==> src/rtl/udp_pkg.sv <==
// Shared definitions for the UDP receive/transmit path: protocol constants,
// sideband field positions and the receive parser state encoding.
package udp_pkg;

  localparam logic [7:0]  UDP_PROTO     = 8'd17;
  localparam logic [15:0] UDP_HDR_BYTES = 16'd8;

  // 56-bit IP sideband: {len[55:40], flag[39:37], proto[36:29], offset[28:16], id[15:0]}
  localparam int IPU_LEN_HI   = 55;
  localparam int IPU_LEN_LO   = 40;
  localparam int IPU_PROTO_HI = 36;
  localparam int IPU_PROTO_LO = 29;

  // 32-bit user sideband: {src port[31:16], payload byte length[15:0]}
  localparam int UU_SRC_HI = 31;
  localparam int UU_SRC_LO = 16;
  localparam int UU_LEN_HI = 15;
  localparam int UU_LEN_LO = 0;

  localparam int AXIS_DATA_W = 64;
  localparam int AXIS_USER_W = 32;
  localparam int AXIS_KEEP_W = 8;
  localparam int AXIS_SLICE_W = AXIS_DATA_W + AXIS_USER_W + AXIS_KEEP_W + 1;

  typedef enum logic [1:0] {
    HEADER  = 2'd0,
    PAYLOAD = 2'd1,
    DROP    = 2'd2
  } udp_state_e;

  function automatic logic [3:0] keep_bytes(input logic [7:0] keep);
    logic [3:0] n;
    n = 4'd0;
    for (int i = 0; i < 8; i++) begin
      n = n + {3'd0, keep[i]};
    end
    return n;
  endfunction

endpackage

==> src/rtl/axis_reg_slice.sv <==
// Single registered valid/ready stage; accepts a new beat whenever the
// register is empty or being drained in the same cycle.
module axis_reg_slice #(
  parameter int W = 105
) (
  input  logic         i_clk,
  input  logic         i_rst,
  input  logic [W-1:0] s_data_i,
  input  logic         s_valid_i,
  output logic         s_ready_o,
  output logic [W-1:0] m_data_o,
  output logic         m_valid_o,
  input  logic         m_ready_i
);

  logic [W-1:0] data_q;
  logic         valid_q;

  assign s_ready_o = !valid_q || m_ready_i;
  assign m_data_o  = data_q;
  assign m_valid_o = valid_q;

  always_ff @(posedge i_clk or posedge i_rst) begin
    if (i_rst) begin
      data_q  <= '0;
      valid_q <= 1'b0;
    end else if (s_ready_o) begin
      valid_q <= s_valid_i;
      if (s_valid_i) begin
        data_q <= s_data_i;
      end
    end
  end

endmodule

==> src/rtl/udp_rx.sv <==
// UDP receive layer: strips the 8-byte header, filters on protocol and
// destination port, and forwards the payload with {src port, length} metadata.
module udp_rx
  import udp_pkg::*;
#(
  parameter logic [15:0] P_LOCAL_UDP_PORT = 16'h0808,
  parameter int          P_CHECK_PORT     = 1
) (
  input  logic        i_clk,
  input  logic        i_rst,
  input  logic [15:0] i_dymanic_local_port,
  input  logic        i_dymanic_local_valid,
  input  logic [63:0] s_axis_ip_data,
  input  logic [55:0] s_axis_ip_user,
  input  logic [7:0]  s_axis_ip_keep,
  input  logic        s_axis_ip_last,
  input  logic        s_axis_ip_valid,
  output logic        s_axis_ip_ready,
  output logic [63:0] m_axis_user_data,
  output logic [31:0] m_axis_user_user,
  output logic [7:0]  m_axis_user_keep,
  output logic        m_axis_user_last,
  output logic        m_axis_user_valid,
  input  logic        m_axis_user_ready,
  output logic        o_drop_pulse,
  output logic        o_len_err
);

  udp_state_e  state_q;
  logic [15:0] local_port_q;
  logic [31:0] user_q;
  logic [15:0] cnt_q;
  logic [15:0] cnt_d;
  logic        drop_q;
  logic        len_err_q;

  logic        slice_ready;
  logic        slice_valid;
  logic [AXIS_SLICE_W-1:0] slice_in;
  logic [AXIS_SLICE_W-1:0] slice_out;

  logic [15:0] hdr_src;
  logic [15:0] hdr_dst;
  logic [15:0] hdr_len;
  logic [15:0] ip_len;
  logic [7:0]  ip_proto;
  logic        hdr_drop;
  logic [15:0] pay_len;
  logic [15:0] rx_bytes;
  logic        acc;
  logic        unused_ip_user;

  assign hdr_src  = s_axis_ip_data[63:48];
  assign hdr_dst  = s_axis_ip_data[47:32];
  assign hdr_len  = s_axis_ip_data[31:16];
  assign ip_len   = s_axis_ip_user[IPU_LEN_HI:IPU_LEN_LO];
  assign ip_proto = s_axis_ip_user[IPU_PROTO_HI:IPU_PROTO_LO];
  assign unused_ip_user = ^{s_axis_ip_user[IPU_LEN_LO-1:IPU_PROTO_HI+1],
                            s_axis_ip_user[IPU_PROTO_LO-1:0]};

  assign hdr_drop = (ip_proto != UDP_PROTO)
                 || ((P_CHECK_PORT != 0) && (hdr_dst != local_port_q))
                 || (hdr_len < UDP_HDR_BYTES)
                 || (hdr_len > ip_len);
  assign pay_len  = (hdr_len >= UDP_HDR_BYTES) ? (hdr_len - UDP_HDR_BYTES) : 16'd0;

  // Byte count uses the beats already seen plus the partial final beat.
  assign rx_bytes = {cnt_q[12:0], 3'b000} + {12'd0, keep_bytes(s_axis_ip_keep)};
  assign cnt_d    = cnt_q + 16'd1;

  // DROP swallows beats regardless of the output stage.
  assign s_axis_ip_ready = (state_q == DROP) || slice_ready;
  assign acc             = s_axis_ip_valid && s_axis_ip_ready;

  assign slice_valid = acc && (state_q == PAYLOAD);
  assign slice_in    = {s_axis_ip_data, user_q, s_axis_ip_keep, s_axis_ip_last};

  axis_reg_slice #(.W(AXIS_SLICE_W)) u_out_slice (
    .i_clk     (i_clk),
    .i_rst     (i_rst),
    .s_data_i  (slice_in),
    .s_valid_i (slice_valid),
    .s_ready_o (slice_ready),
    .m_data_o  (slice_out),
    .m_valid_o (m_axis_user_valid),
    .m_ready_i (m_axis_user_ready)
  );

  assign {m_axis_user_data, m_axis_user_user, m_axis_user_keep, m_axis_user_last} = slice_out;
  assign o_drop_pulse = drop_q;
  assign o_len_err    = len_err_q;

  // Compared only on header beats, so a load never disturbs a packet in flight.
  always_ff @(posedge i_clk or posedge i_rst) begin
    if (i_rst) begin
      local_port_q <= P_LOCAL_UDP_PORT;
    end else if (i_dymanic_local_valid) begin
      local_port_q <= i_dymanic_local_port;
    end
  end

  always_ff @(posedge i_clk or posedge i_rst) begin
    if (i_rst) begin
      state_q   <= HEADER;
      user_q    <= '0;
      cnt_q     <= '0;
      drop_q    <= 1'b0;
      len_err_q <= 1'b0;
    end else begin
      drop_q    <= 1'b0;
      len_err_q <= 1'b0;
      if (acc) begin
        case (state_q)
          HEADER: begin
            if (hdr_drop) begin
              drop_q  <= 1'b1;
              state_q <= s_axis_ip_last ? HEADER : DROP;
            end else begin
              user_q <= {hdr_src, pay_len};
              if (s_axis_ip_last) begin
                len_err_q <= (hdr_len != UDP_HDR_BYTES);
              end else begin
                state_q <= PAYLOAD;
                cnt_q   <= '0;
              end
            end
          end
          PAYLOAD: begin
            cnt_q <= cnt_d;
            if (s_axis_ip_last) begin
              state_q   <= HEADER;
              len_err_q <= (rx_bytes != user_q[UU_LEN_HI:UU_LEN_LO]);
            end
          end
          DROP: begin
            if (s_axis_ip_last) begin
              state_q <= HEADER;
            end
          end
          default: state_q <= HEADER;
        endcase
      end
    end
  end

endmodule

==> config.mk <==
export PLATFORM = sky130hd
export DESIGN_NAME = udp_rx
export DESIGN_NICKNAME = d
export VERILOG_FILES = /design/src/rtl/udp_pkg.sv /design/src/rtl/axis_reg_slice.sv /design/src/rtl/udp_rx.sv
export SDC_FILE = /design/constraint.sdc
export NUM_CORES = 1
export LEC_CHECK = 0
export ABC_AREA = 1
export CAP_MARGIN = 20
export CELL_PAD_IN_SITES_DETAIL_PLACEMENT = 1
export CELL_PAD_IN_SITES_GLOBAL_PLACEMENT = 2
export CORE_ASPECT_RATIO = 0.6
export CORE_MARGIN = 2
export CORE_UTILIZATION = 27
export CTS_CLUSTER_DIAMETER = 40
export DETAILED_ROUTE_END_ITERATION = 6
export PLACE_DENSITY_LB_ADDON = 0.25
export SLEW_MARGIN = 20
export SYNTH_ARGS = -nofsm -noshare
export SYNTH_HDL_FRONTEND = slang
export SYNTH_SLANG_ARGS = --single-unit
==> constraint.sdc <==
create_clock -name i_clk -period 6.11 [get_ports i_clk]
set_input_delay 0.9165 -clock i_clk [delete_from_list [all_inputs] [get_ports i_clk]]
set_output_delay 0.9165 -clock i_clk [all_outputs]
set_load 0.1 [all_outputs]
## After elaboration in Yosys (flattened, before gate mapping)

Cells that the tools add are included.

- Bits in registers: 174
- Bits in latches: 0
- Bits in writable memories: 0
- ROM bits: 0
- Input bits: 150
- Output and inout port bits: 109
- Word-level logic and storage cells: 64
- Memories: 0

- Add/sub/neg operators: 10
- Multiply operators: 0
- Div/mod/pow operators: 0
- Order comparisons: 3
- Eq/ne operators: 10
- Shift-type cells: 0
- Mux-type cells: 17
- Bitwise gates (word level): 1
- Reductions and logical operators: 15

Operators by type and width:

| operator | number |
|---|---|
| 2-to-1 mux 16 bit | 3 |
| inequality test 16 bit | 2 |
| case mux 16 bit (2 select lines) | 1 |
| adder 16 x 1 -> 16 bit (second input constant) | 1 |
| adder 16 x 4 -> 16 bit | 1 |
| adder 4 x 1 -> 4 bit | 4 |
| >= comparator 16 x 4 -> 1 bit (second input constant) | 1 |
| greater-than comparator 16 bit | 1 |
| less-than comparator 16 x 4 -> 1 bit (second input constant) | 1 |
| inequality test 16 x 4 -> 1 bit (second input constant) | 1 |
| subtractor 16 x 4 -> 16 bit (second input constant) | 1 |
| 2-to-1 mux 2 bit | 4 |
| inequality test 8 x 5 -> 1 bit (second input constant) | 1 |
| 2-to-1 mux 1 bit | 7 |
| AND reduction 3 bit | 2 |
| logical OR 1 bit | 5 |
| adder 3 x 1 -> 4 bit | 1 |
| inequality test 2 bit (second input constant) | 2 |
| case mux 2 bit (2 select lines) | 1 |
| AND reduction 4 bit | 1 |
| adder 2 x 1 -> 3 bit | 1 |
| inequality test 3 bit (second input constant) | 1 |
| adder 1 x 1 -> 2 bit | 1 |
| == test 2 x 1 -> 1 bit (second input constant) | 1 |
| 10 further kinds | 11 |

## Logic depth before layout (Yosys ltp)

Gate-level depths: netlist of run 1.

- Word-level depth: 12
- Depth in mapped cells: 20
- Depth with buffers taken out: 20

## Hierarchy

From an unflattened synthesis of run 1, not the netlist that was laid out.

- Cell total of the unflattened synthesis: 1,115
- Area total of the unflattened synthesis: 9,213.8 um^2

Modules (own cells, without submodules):

| module | instances | cells each | area an instance (um^2) | seq. area each (um^2) |
|---|---|---|---|---|
| udp_rx | 1 | 655 | 5,017.3 | 1,629.1 |
| axis_reg_slice | 1 | 460 | 4,196.5 | 2,652.5 |

## Worst setup path after synthesis of run 1

Ideal clock, no wire load.

- Path kind: input-to-reg
- Start: input port s_axis_ip_keep[0]
- End: register len_err_q, in the netlist o_len_err
- Library setup time: 123 ps
- Arrival time: 3,850 ps
- Data required time: 5,987 ps
- Slack: 2,137 ps
- Stages: 16
- Buffers on the path: 0
- Cell sequence: inv_1 > fa_1 > fa_1 > fa_1 > inv_1 > ha_1 > inv_1 > fa_1 > nor2_1 > nand3_1 > o21ai_0 > nand3_1 > nor2_1 > nand3_1 > nand2_1 > a21oi_1

- Longest elaborated chain between the ends: 12

Ends and longest elaborated chain:

| what | line | RTL |
|---|---|---|
| start, declared | udp_rx.sv:15 | `input logic [7:0] s_axis_ip_keep,` |
| adder 1 x 1 -> 2 bit | udp_pkg.sv:35 | `n = n + {3'd0, keep[i]};` |
| adder 2 x 1 -> 3 bit | udp_pkg.sv:35 |  |
| adder 3 x 1 -> 4 bit | udp_pkg.sv:35 |  |
| adder 4 x 1 -> 4 bit (4 in a row) | udp_pkg.sv:35 |  |
| adder 16 x 4 -> 16 bit | udp_rx.sv:68 | `assign rx_bytes = {cnt_q[12:0], 3'b000} + {12'd0, keep_bytes(s_axis_ip_keep)};` |
| inequality test 16 bit | udp_rx.sv:132 | `len_err_q <= (rx_bytes != user_q[UU_LEN_HI:UU_LEN_LO]);` |
| 2-to-1 mux 1 bit | udp_rx.sv:130 | `if (s_axis_ip_last) begin` |
| case mux 1 bit (2 select lines) | udp_rx.sv:113 | `case (state_q)` |
| 2-to-1 mux 1 bit | udp_rx.sv:112 | `if (acc) begin` |
| end signal, assigned | udp_rx.sv:121 | `len_err_q <= (hdr_len != UDP_HDR_BYTES);` |
| end signal, assigned | udp_rx.sv:132 |  |
| end, declared | udp_rx.sv:35 | `logic len_err_q;` |

No other way between the ends.
A chain may end at the register's enable or synchronous reset.

## Worst setup path in the final report of run 1

Ends and elaborated chain as after synthesis.

==> results of run 1 <==
[logic make-up (layout without fill, tap and decap cells)]
group,count (synthesis),count (layout)
compound gates,138,138
xor+xnor,29,29
fa+ha+maj,28,28
buf+inv,165,386
flops,171,171
mux,4,4
other cells,0,1
simple gates,565,565
[power groups by stage]
stage	clock network, W	registers (W)	logic (W)
6_report	0.00107	0.00119	0.000485
5_1_grt	0.00116	0.00119	0.000538
4_1_cts	0.00111	0.00119	0.000493
3_5_place_dp	0	0.00121	0.000491
3_3_place_gp	0	0.00121	0.000482
2_1_floorplan	0	0.00131	0.000193
[Yosys cell counts, drive strengths merged]
library cell / count / area (sq um)
or2: 4 / 25.0
nand4: 9 / 56.3
a21oi: 12 / 60.1
and2: 1 / 6.26
a211oi: 1 / 7.51
mux2: 4 / 45.0
dfstp: 2 / 52.6
nor2: 80 / 323
inv: 124 / 473
ha: 24 / 300
o21bai: 2 / 15.0
nand3b: 4 / 30.0
o31ai: 1 / 7.51
a21o: 1 / 7.51
fa: 4 / 80.1
o21ai: 121 / 609
nand2: 426 / 1630
xor2: 26 / 228
nor3: 7 / 40.0
nand3: 33 / 183
buf: 33 / 230
nor4: 1 / 6.26
xnor2: 3 / 26.3
dfrtp: 169 / 4230
clkbuf: 8 / 31.3
[per-stage QoR]
step | cell area [sq um] | setup slack (ns) | util (%)
6_report | 11800 | 1.40 | 37.6
5_1_grt | 11800 | 1.26 | 37.6
4_1_cts | 11800 | 1.50 | 37.6
3_5_place_dp | 11300 | 1.03 | 35.8
3_3_place_gp | 11300 | 1.13 | 35.8
2_1_floorplan | 8700 | 0.565 | -
[metal layers]
layer,global-route usage (%),up-vias
met5,0,-
li1,-,3827
met2,25.3,143
met3,4.95,12
met1,25.4,3623
met4,4.56,4
[registers in the layout (all words and copies together), names as in the netlist]
name,flops
o_len_err,1
state_q,2
u_out_slice.m_data_o,105
o_drop_pulse,1
user_q,32
local_port_q,16
u_out_slice.m_valid_o,1
cnt_q,13
[placed cells by master, fill, tap and decap left out, types with 3 or more instances in the layout]
cell type        instances
nand2_1                413
clkdlybuf4s50_1        226
dfrtp_1                169
inv_1                  119
o21ai_0                 97
nor2_1                  77
nand3_1                 31
xor2_1                  26
ha_1                    24
o21ai_1                 23
clkbuf_16               17
nand2_2                 13
a21oi_1                 12
nand4_1                  9
inv_6                    6
nor3_1                   5
mux2_2                   4
or2_2                    4
nand3b_1                 4
fa_1                     4
inv_8                    3
xnor2_1                  3
nor2_4                   3
buf_4                    3
[worst reg2reg max path: cells and delay by family (launching register included)]
family | cells | cell delay [ns]
buf+inv | 4 | 1.57
flops | 1 | 0.38
fa+ha+maj | 1 | 0.32
compound gates | 1 | 0.16
simple gates | 1 | 0.13
[final timing paths]
path	startpoint	endpoint	slack [ns]
max in group asynchronous	i_rst	user_q[13]$_DFFE_PP0P_	4.03
min in group asynchronous	i_rst	u_out_slice.m_data_o[50]$_DFFE_PP0P_	1.02
min	u_out_slice.m_data_o[20]$_DFFE_PP0P_	u_out_slice.m_data_o[20]$_DFFE_PP0P_	0.47
max reg2reg	state_q[1]$_DFFE_PP0P_	u_out_slice.m_data_o[1]$_DFFE_PP0P_	3.42
max	s_axis_ip_keep[0]	o_len_err$_DFF_PP0_	1.40
min reg2reg	u_out_slice.m_data_o[20]$_DFFE_PP0P_	u_out_slice.m_data_o[20]$_DFFE_PP0P_	0.47
[final cells by class]
| cell class | instances | area share (%) |
|---|---|---|
| multi-input cells | 764 | 31.2 |
| inverters | 124 | 4.06 |
| flip-flops and latches | 171 | 36.2 |
| diodes | 1 | 0.0211 |
| repair buffers | 230 | 19.5 |
| clock inverters | 12 | 0.877 |
| clock buffers | 20 | 3.86 |
| well taps | 416 | 4.40 |
==> summary.md, run 1 <==
| Metric | Value |
|---|---|
| Outcome | `complete, no violations` |
| Levels on crit path | `17` |
| First-pass GRT wire length | `45100 um` |
| Worst setup path class | `in -> reg` |
| Max frequency | `0.212 GHz` |
| Most frequent CP cell | `fa_1` |
| Hold Path Stages | `2` |
| Initial antenna violation count | `3` |
| Vias in the first global route | `slightly below 8000` |
| Worst-path cell chain | `clkdlybuf4s50_1, inv_1, fa_1, fa_1, fa_1, inv_1, ha_1, inv_1, fa_1, nor2_1, nand3_1, o21ai_0, nand3_1, nor2_1, nand3_1, nand2_1, a21oi_1` |
| Non-Filler Instances | `roughly 1700` |
| Multi-input gate area | `approximately 0.0037 sq mm` |
| Yosys reg bits | `roughly 170` |
| Drt wl/cell | `~16 um` |
| Ys Warns | `0` |
| Main combinational cell family by area after synthesis | `simple AND/OR/NAND/NOR gates` |
| Crit path max fanout | `4` |
| Worst Skew | `0.0177 ns` |
| CP arrival | `~5 ns` |
| Adder-cell area share of the yosys netlist | `4.37%` |
| Part of the power in the clock network | `between 30% and 40%` |
| Total negative setup slack | `0 ns` |
| Final Max Tran Viols | `0` |
| # hold bufs at CTS | `0` |
| Power Total | `approximately 0.0027 W` |
| Met1 Wirelength | `about 15000 um` |
| Top sig layer | `met5` |
| H-Tree Depth | `4` |
| Layout area overhead | `36.1%` |
| Initial core utilization | `approximately 28%` |
| GR Overflow Total | `0` |
| # port buffers | `about 230` |
| Routed length on met3 | `roughly 1500 um` |
| Cell variety after synth | `37` |
| Worst EP required | `between 6 and 7 ns` |
| Residual DRC count | `0` |
| Mux cell area share after synthesis | `less than 1%` |
| Startpoint types | `input pin` |
| Tmin final | `approximately 4.7 ns` |
| Syn Inst Count | `1100` |
| Placed cell count | `1705` |
| Final Hold Fails | `0` |
| Die Span X | `approximately 240 um` |
| Max_slew headroom | `28.0%` |
| Num CTS Buffers | `17` |
| Largest stage delay, worst path | `around 0.57 ns` |
| Mapped Area | `0.00870 sq mm` |
| Max-capacitance violation count | `0` |
| Final cycle utilization of the critical path | `~77%` |
| Pre-Repair DR Iteration Count | `4` |
| Gate power share | `about 18%` |
| CTS tree | `built` |
| Rows | `50` |
| Die area | `about 0.034 sq mm` |
| Filler cell count | `between 3000 and 4000` |
| CORE AREA | `between 0.03 and 0.04 sq mm` |
| Worst hold margin | `0.471 ns` |
| P_leak | `about 5.7 nW` |
| Met2 wire len | `about 12000 um` |
| IO Count | `between 200 and 300` |
| Measured slew at the worst slew-check pin | `approximately 1.1 ns` |
| Fraction of the mapped netlist area in compound gates | `just over 8%` |
| CTS root buffer | `clkbuf_16` |
| Min-delay worst type | `reg -> reg` |
| Synth Area in XOR/XNOR | `2.92%` |
| GRT Total Usage | `around 17%` |
| Sw Ratio | `between 30% and 40%` |
| Nets | `around 1500` |
| Count of final setup violators | `0` |
| CP top delay family | `adder cells` |
| Syn avg cell area | `7.91 sq um` |
| Die Y-Extent | `143 um` |
| Deepest clock path buffer count | `2` |
| Post-CTS Setup Repair Bufs | `0` |
| Largest net degree at the start of global routing | `93` |
| Fraction of the yosys area taken by sequential cells | `around half` |
| Setup crit end kind | `register` |
| GPL Wtd Cong | `between 0.8 and 0.9` |
| Drt via density | `between 4 and 5` |
| Worst r2r path cells | `7` |
| Slowest CP cell | `fa_1` |
| DP Wirelength | `between 20000 and 25000 um` |
| Pint | `around 0.0019 W` |
| ANT nets after route | `0` |
| Synth Net Count | `between 1000 and 1500` |
| Switch Pwr | `about 0.00085 W` |
| Total number of vias | `roughly 7600` |
| Worst-path clk slew | `roughly 0.07 ns` |
| Peak VDD IR | `slightly above 200 uV` |
| Pwr Density | `231 mW/mm^2` |
| RSZ-0062 raised after global routing | `false` |
| Clk sinks | `around 170` |
| Post-cts gate resize count | `0` |
| WP buf/inv | `4` |
| Initial drt markers | `422` |
| Simple-gate area share of the yosys netlist | `between 20% and 30%` |
| Clk Latency, worst-skew pair | `approximately 0.45 ns` |
| Seq pwr share | `a little over two fifths` |
| Share of cells above drive strength 1 | `5.37%` |
| Register area | `between 0.004 and 0.005 sq mm` |
| Routed wire length | `28300 um` |
No activity file was read; power rests on OpenSTA's default activity.
==> run 2, diff against run 1 <==
==> constraint.sdc (replaced) <==
create_clock -name i_clk -period 4.74 [get_ports i_clk]
set_input_delay 0.711 -clock i_clk [delete_from_list [all_inputs] [get_ports i_clk]]
set_output_delay 0.711 -clock i_clk [all_outputs]
set_load 0.1 [all_outputs]
==> summary.md, run 2 (synthesis gave the netlist of run 1 again) <==
| Metric | Value |
|---|---|
| Outcome | `complete, no violations` |
| Initial antenna violation count | `3` |
| # hold bufs at CTS | `0` |
| Worst r2r path cells | `9` |
| Gate power share | `between 10% and 20%` |
| Initial drt markers | `roughly 400` |
| Worst R2R End | `u_out_slice.m_data_o[61]$_DFFE_PP0P_` |
| Switch Pwr | `~0.0011 W` |
| Die area | `about 0.034 sq mm` |
| Clk sinks | `between 150 and 200` |
| Min-delay worst type | `reg -> reg` |
| Measured slew at the worst slew-check pin | `between 1 and 1.5 ns` |
| Share of cells above drive strength 1 | `roughly 5.5%` |
| Routed wire length | `28300 um` |
| Final cycle utilization of the critical path | `around 91%` |
| Count of final setup violators | `0` |
| Pwr Density | `approximately 300 mW/mm^2` |
| Rows | `50` |
| Pint | `approximately 0.0025 W` |
| Hold Path Stages | `2` |
| Startpoint types | `input pin` |
| Post-cts gate resize count | `0` |
| Layout area overhead | `36.6%` |
| Num CTS Buffers | `17` |
| Placed inst area | `0.0113 sq mm` |
| Crit path max fanout | `4` |
| Non-Filler Instances | `between 1500 and 2000` |
| Worst hold margin | `0.471 ns` |
| Most frequent CP cell | `fa_1` |
| CORE AREA | `between 0.03 and 0.04 sq mm` |
| Max FFs per register | `105` |
| Hold_sp | `u_out_slice.m_data_o[37]$_DFFE_PP0P_` |
| Commonest non-fill, non-tap cell in the layout | `nand2_1` |
| Die Y-Extent | `between 100 and 150 um` |
| CTS root buffer | `clkbuf_16` |
| CP arrival | `roughly 4.7 ns` |
| Drt via density | `around 4.4` |
| First-pass GRT wire length | `~45000 um` |
| CP top delay family | `adder cells` |
| GR Overflow Total | `0` |
| Worst EP required | `approximately 5.1 ns` |
| Initial core utilization | `between 20% and 30%` |
| Worst-path cell chain | `clkdlybuf4s50_1, inv_1, fa_1, fa_1, fa_1, inv_1, ha_1, inv_1, fa_1, nor2_1, nand3_1, o21ai_0, nand3_1, nor2_1, nand3_1, nand2_1, a21oi_1` |
| Total number of vias | `around 7600` |
| Worst setup path class | `in -> reg` |
| Deepest clock path buffer count | `2` |
| WP buf/inv | `4` |
| Sw Ratio | `a little under a third` |
| GPL Wtd Cong | `between 0.8 and 0.9` |
| Nets | `approximately 1500` |
| Vias in the first global route | `between 7000 and 8000` |
| Tmin final | `roughly 4.3 ns` |
| Worst reg-to-reg setup slack | `2.13 ns` |
| Levels on crit path | `17` |
| # port buffers | `around 230` |
| Residual DRC count | `0` |
| Max-capacitance violation count | `0` |
| Post-CTS Setup Repair Bufs | `0` |
| Max_slew headroom | `roughly 27%` |
| H-Tree Depth | `4` |
| Largest net degree at the start of global routing | `between 150 and 200` |
| Final Hold Fails | `0` |
| Part of the power in the clock network | `about 40%` |
| Die Span X | `roughly 240 um` |
| Fin area | `roughly 0.012 sq mm` |
| R2r startpoint | `state_q[1]$_DFFE_PP0P_` |
| Commonest cells after routing, fill and taps aside | `nand2_1, clkdlybuf4s50_1, dfrtp_1` |
| Max frequency | `roughly 0.23 GHz` |
| GRT Total Usage | `17.6%` |
| Peak VDD IR | `~240 uV` |
| Pre-Repair DR Iteration Count | `4` |
| Seq pwr share | `between 40% and 50%` |
| Worst Skew | `0.0128 ns` |
| Final Max Tran Viols | `0` |
| Placed cell count | `around 1700` |
| ANT nets after route | `0` |
| Largest stage delay, worst path | `about 0.56 ns` |
| RSZ-0062 raised after global routing | `false` |
| DP Wirelength | `approximately 21000 um` |
| Setup crit end kind | `register` |
| Clk Latency, worst-skew pair | `0.45 ns` |
| P_leak | `roughly 5.7 nW` |
| Worst-path clk slew | `approximately 0.070 ns` |
| Slowest CP cell | `fa_1` |
| IO Count | `between 200 and 300` |
| Worst min-delay path endpoint | `u_out_slice.m_data_o[37]$_DFFE_PP0P_` |
| CTS tree | `built` |
| Drt wl/cell | `16.3 um` |
[run 2: cell count changes in the layout (fill, tap and decap cells not counted)]
cell | before | now
buf_12 | 1 | 2
buf_4 | 3 | 2
bufinv_16 | 0 | 1
clkbuf_1 | 1 | 0
clkbuf_8 | 2 | 3
clkinv_2 | 1 | 2
clkinv_4 | 2 | 1
clkinv_8 | 0 | 1
inv_6 | 6 | 5
inv_8 | 3 | 2
[run 2: metal layers]
metal | GRT usage (%) | part of all wire (%) | vias up
met4 | 4.29 | 0.92 | 4
met3 | 5.08 | 4.9 | 18
met5 | 0 | 0.095 | -
li1 | - | - | 3835
met1 | 25.9 | 54 | 3635
met2 | 25.0 | 40 | 135
[run 2: per-stage QoR]
step	power (W)	TNS, ns	worst slack [ns]	util, %
finish	0.00361	0	0.410	37.8
global route	0.00378	0	0.113	37.8
CTS	0.00367	0	0.391	37.8
detailed placement	0.00219	-0.0266	-0.0266	35.9
global placement	0.00218	0	0.0375	35.9
floorplan	0.00194	0	0.973	-
[run 2: area by class of cell]
cell class,instances,area (sq um)
Clock buffer,20,467
Tap cell,416,520
Fill cell,3770,19600
Sequential cell,171,4280
Timing Repair Buffer,230,2320
Inverter,124,479
Clock inverter,12,128
Antenna cell,1,2.50
Multi-Input combinational cell,764,3690
[run 2: power by group through the flow]
stage	Combinational, W	Clock, W	Sequential [W]
2_1_floorplan	0.000250	0	0.00169
3_5_place_dp	0.000630	0	0.00156
4_1_cts	0.000633	0.00150	0.00153
3_3_place_gp	0.000621	0	0.00156
6_report	0.000622	0.00146	0.00153
5_1_grt	0.000689	0.00155	0.00154
[run 2: worst max-delay path by stage]
stage | from | endpoint | slack (ns)
floorplan | s_axis_ip_keep[0] | o_len_err$_DFF_PP0_ | 0.97
global placement | s_axis_ip_keep[0] | o_len_err$_DFF_PP0_ | 0.04
detailed placement | s_axis_ip_keep[0] | o_len_err$_DFF_PP0_ | -0.03
CTS | s_axis_ip_keep[0] | o_len_err$_DFF_PP0_ | 0.39
global route | s_axis_ip_keep[0] | o_len_err$_DFF_PP0_ | 0.11
finish | s_axis_ip_keep[0] | o_len_err$_DFF_PP0_ | 0.41
[run 2: worst reg2reg max path, delay by kind of cell, from the launching register on]
family          cells  cell delay [ns]
compound gates      1             0.09
fa+ha+maj           1             0.44
buf+inv             5             1.00
flops               1             0.41
simple gates        2             0.53
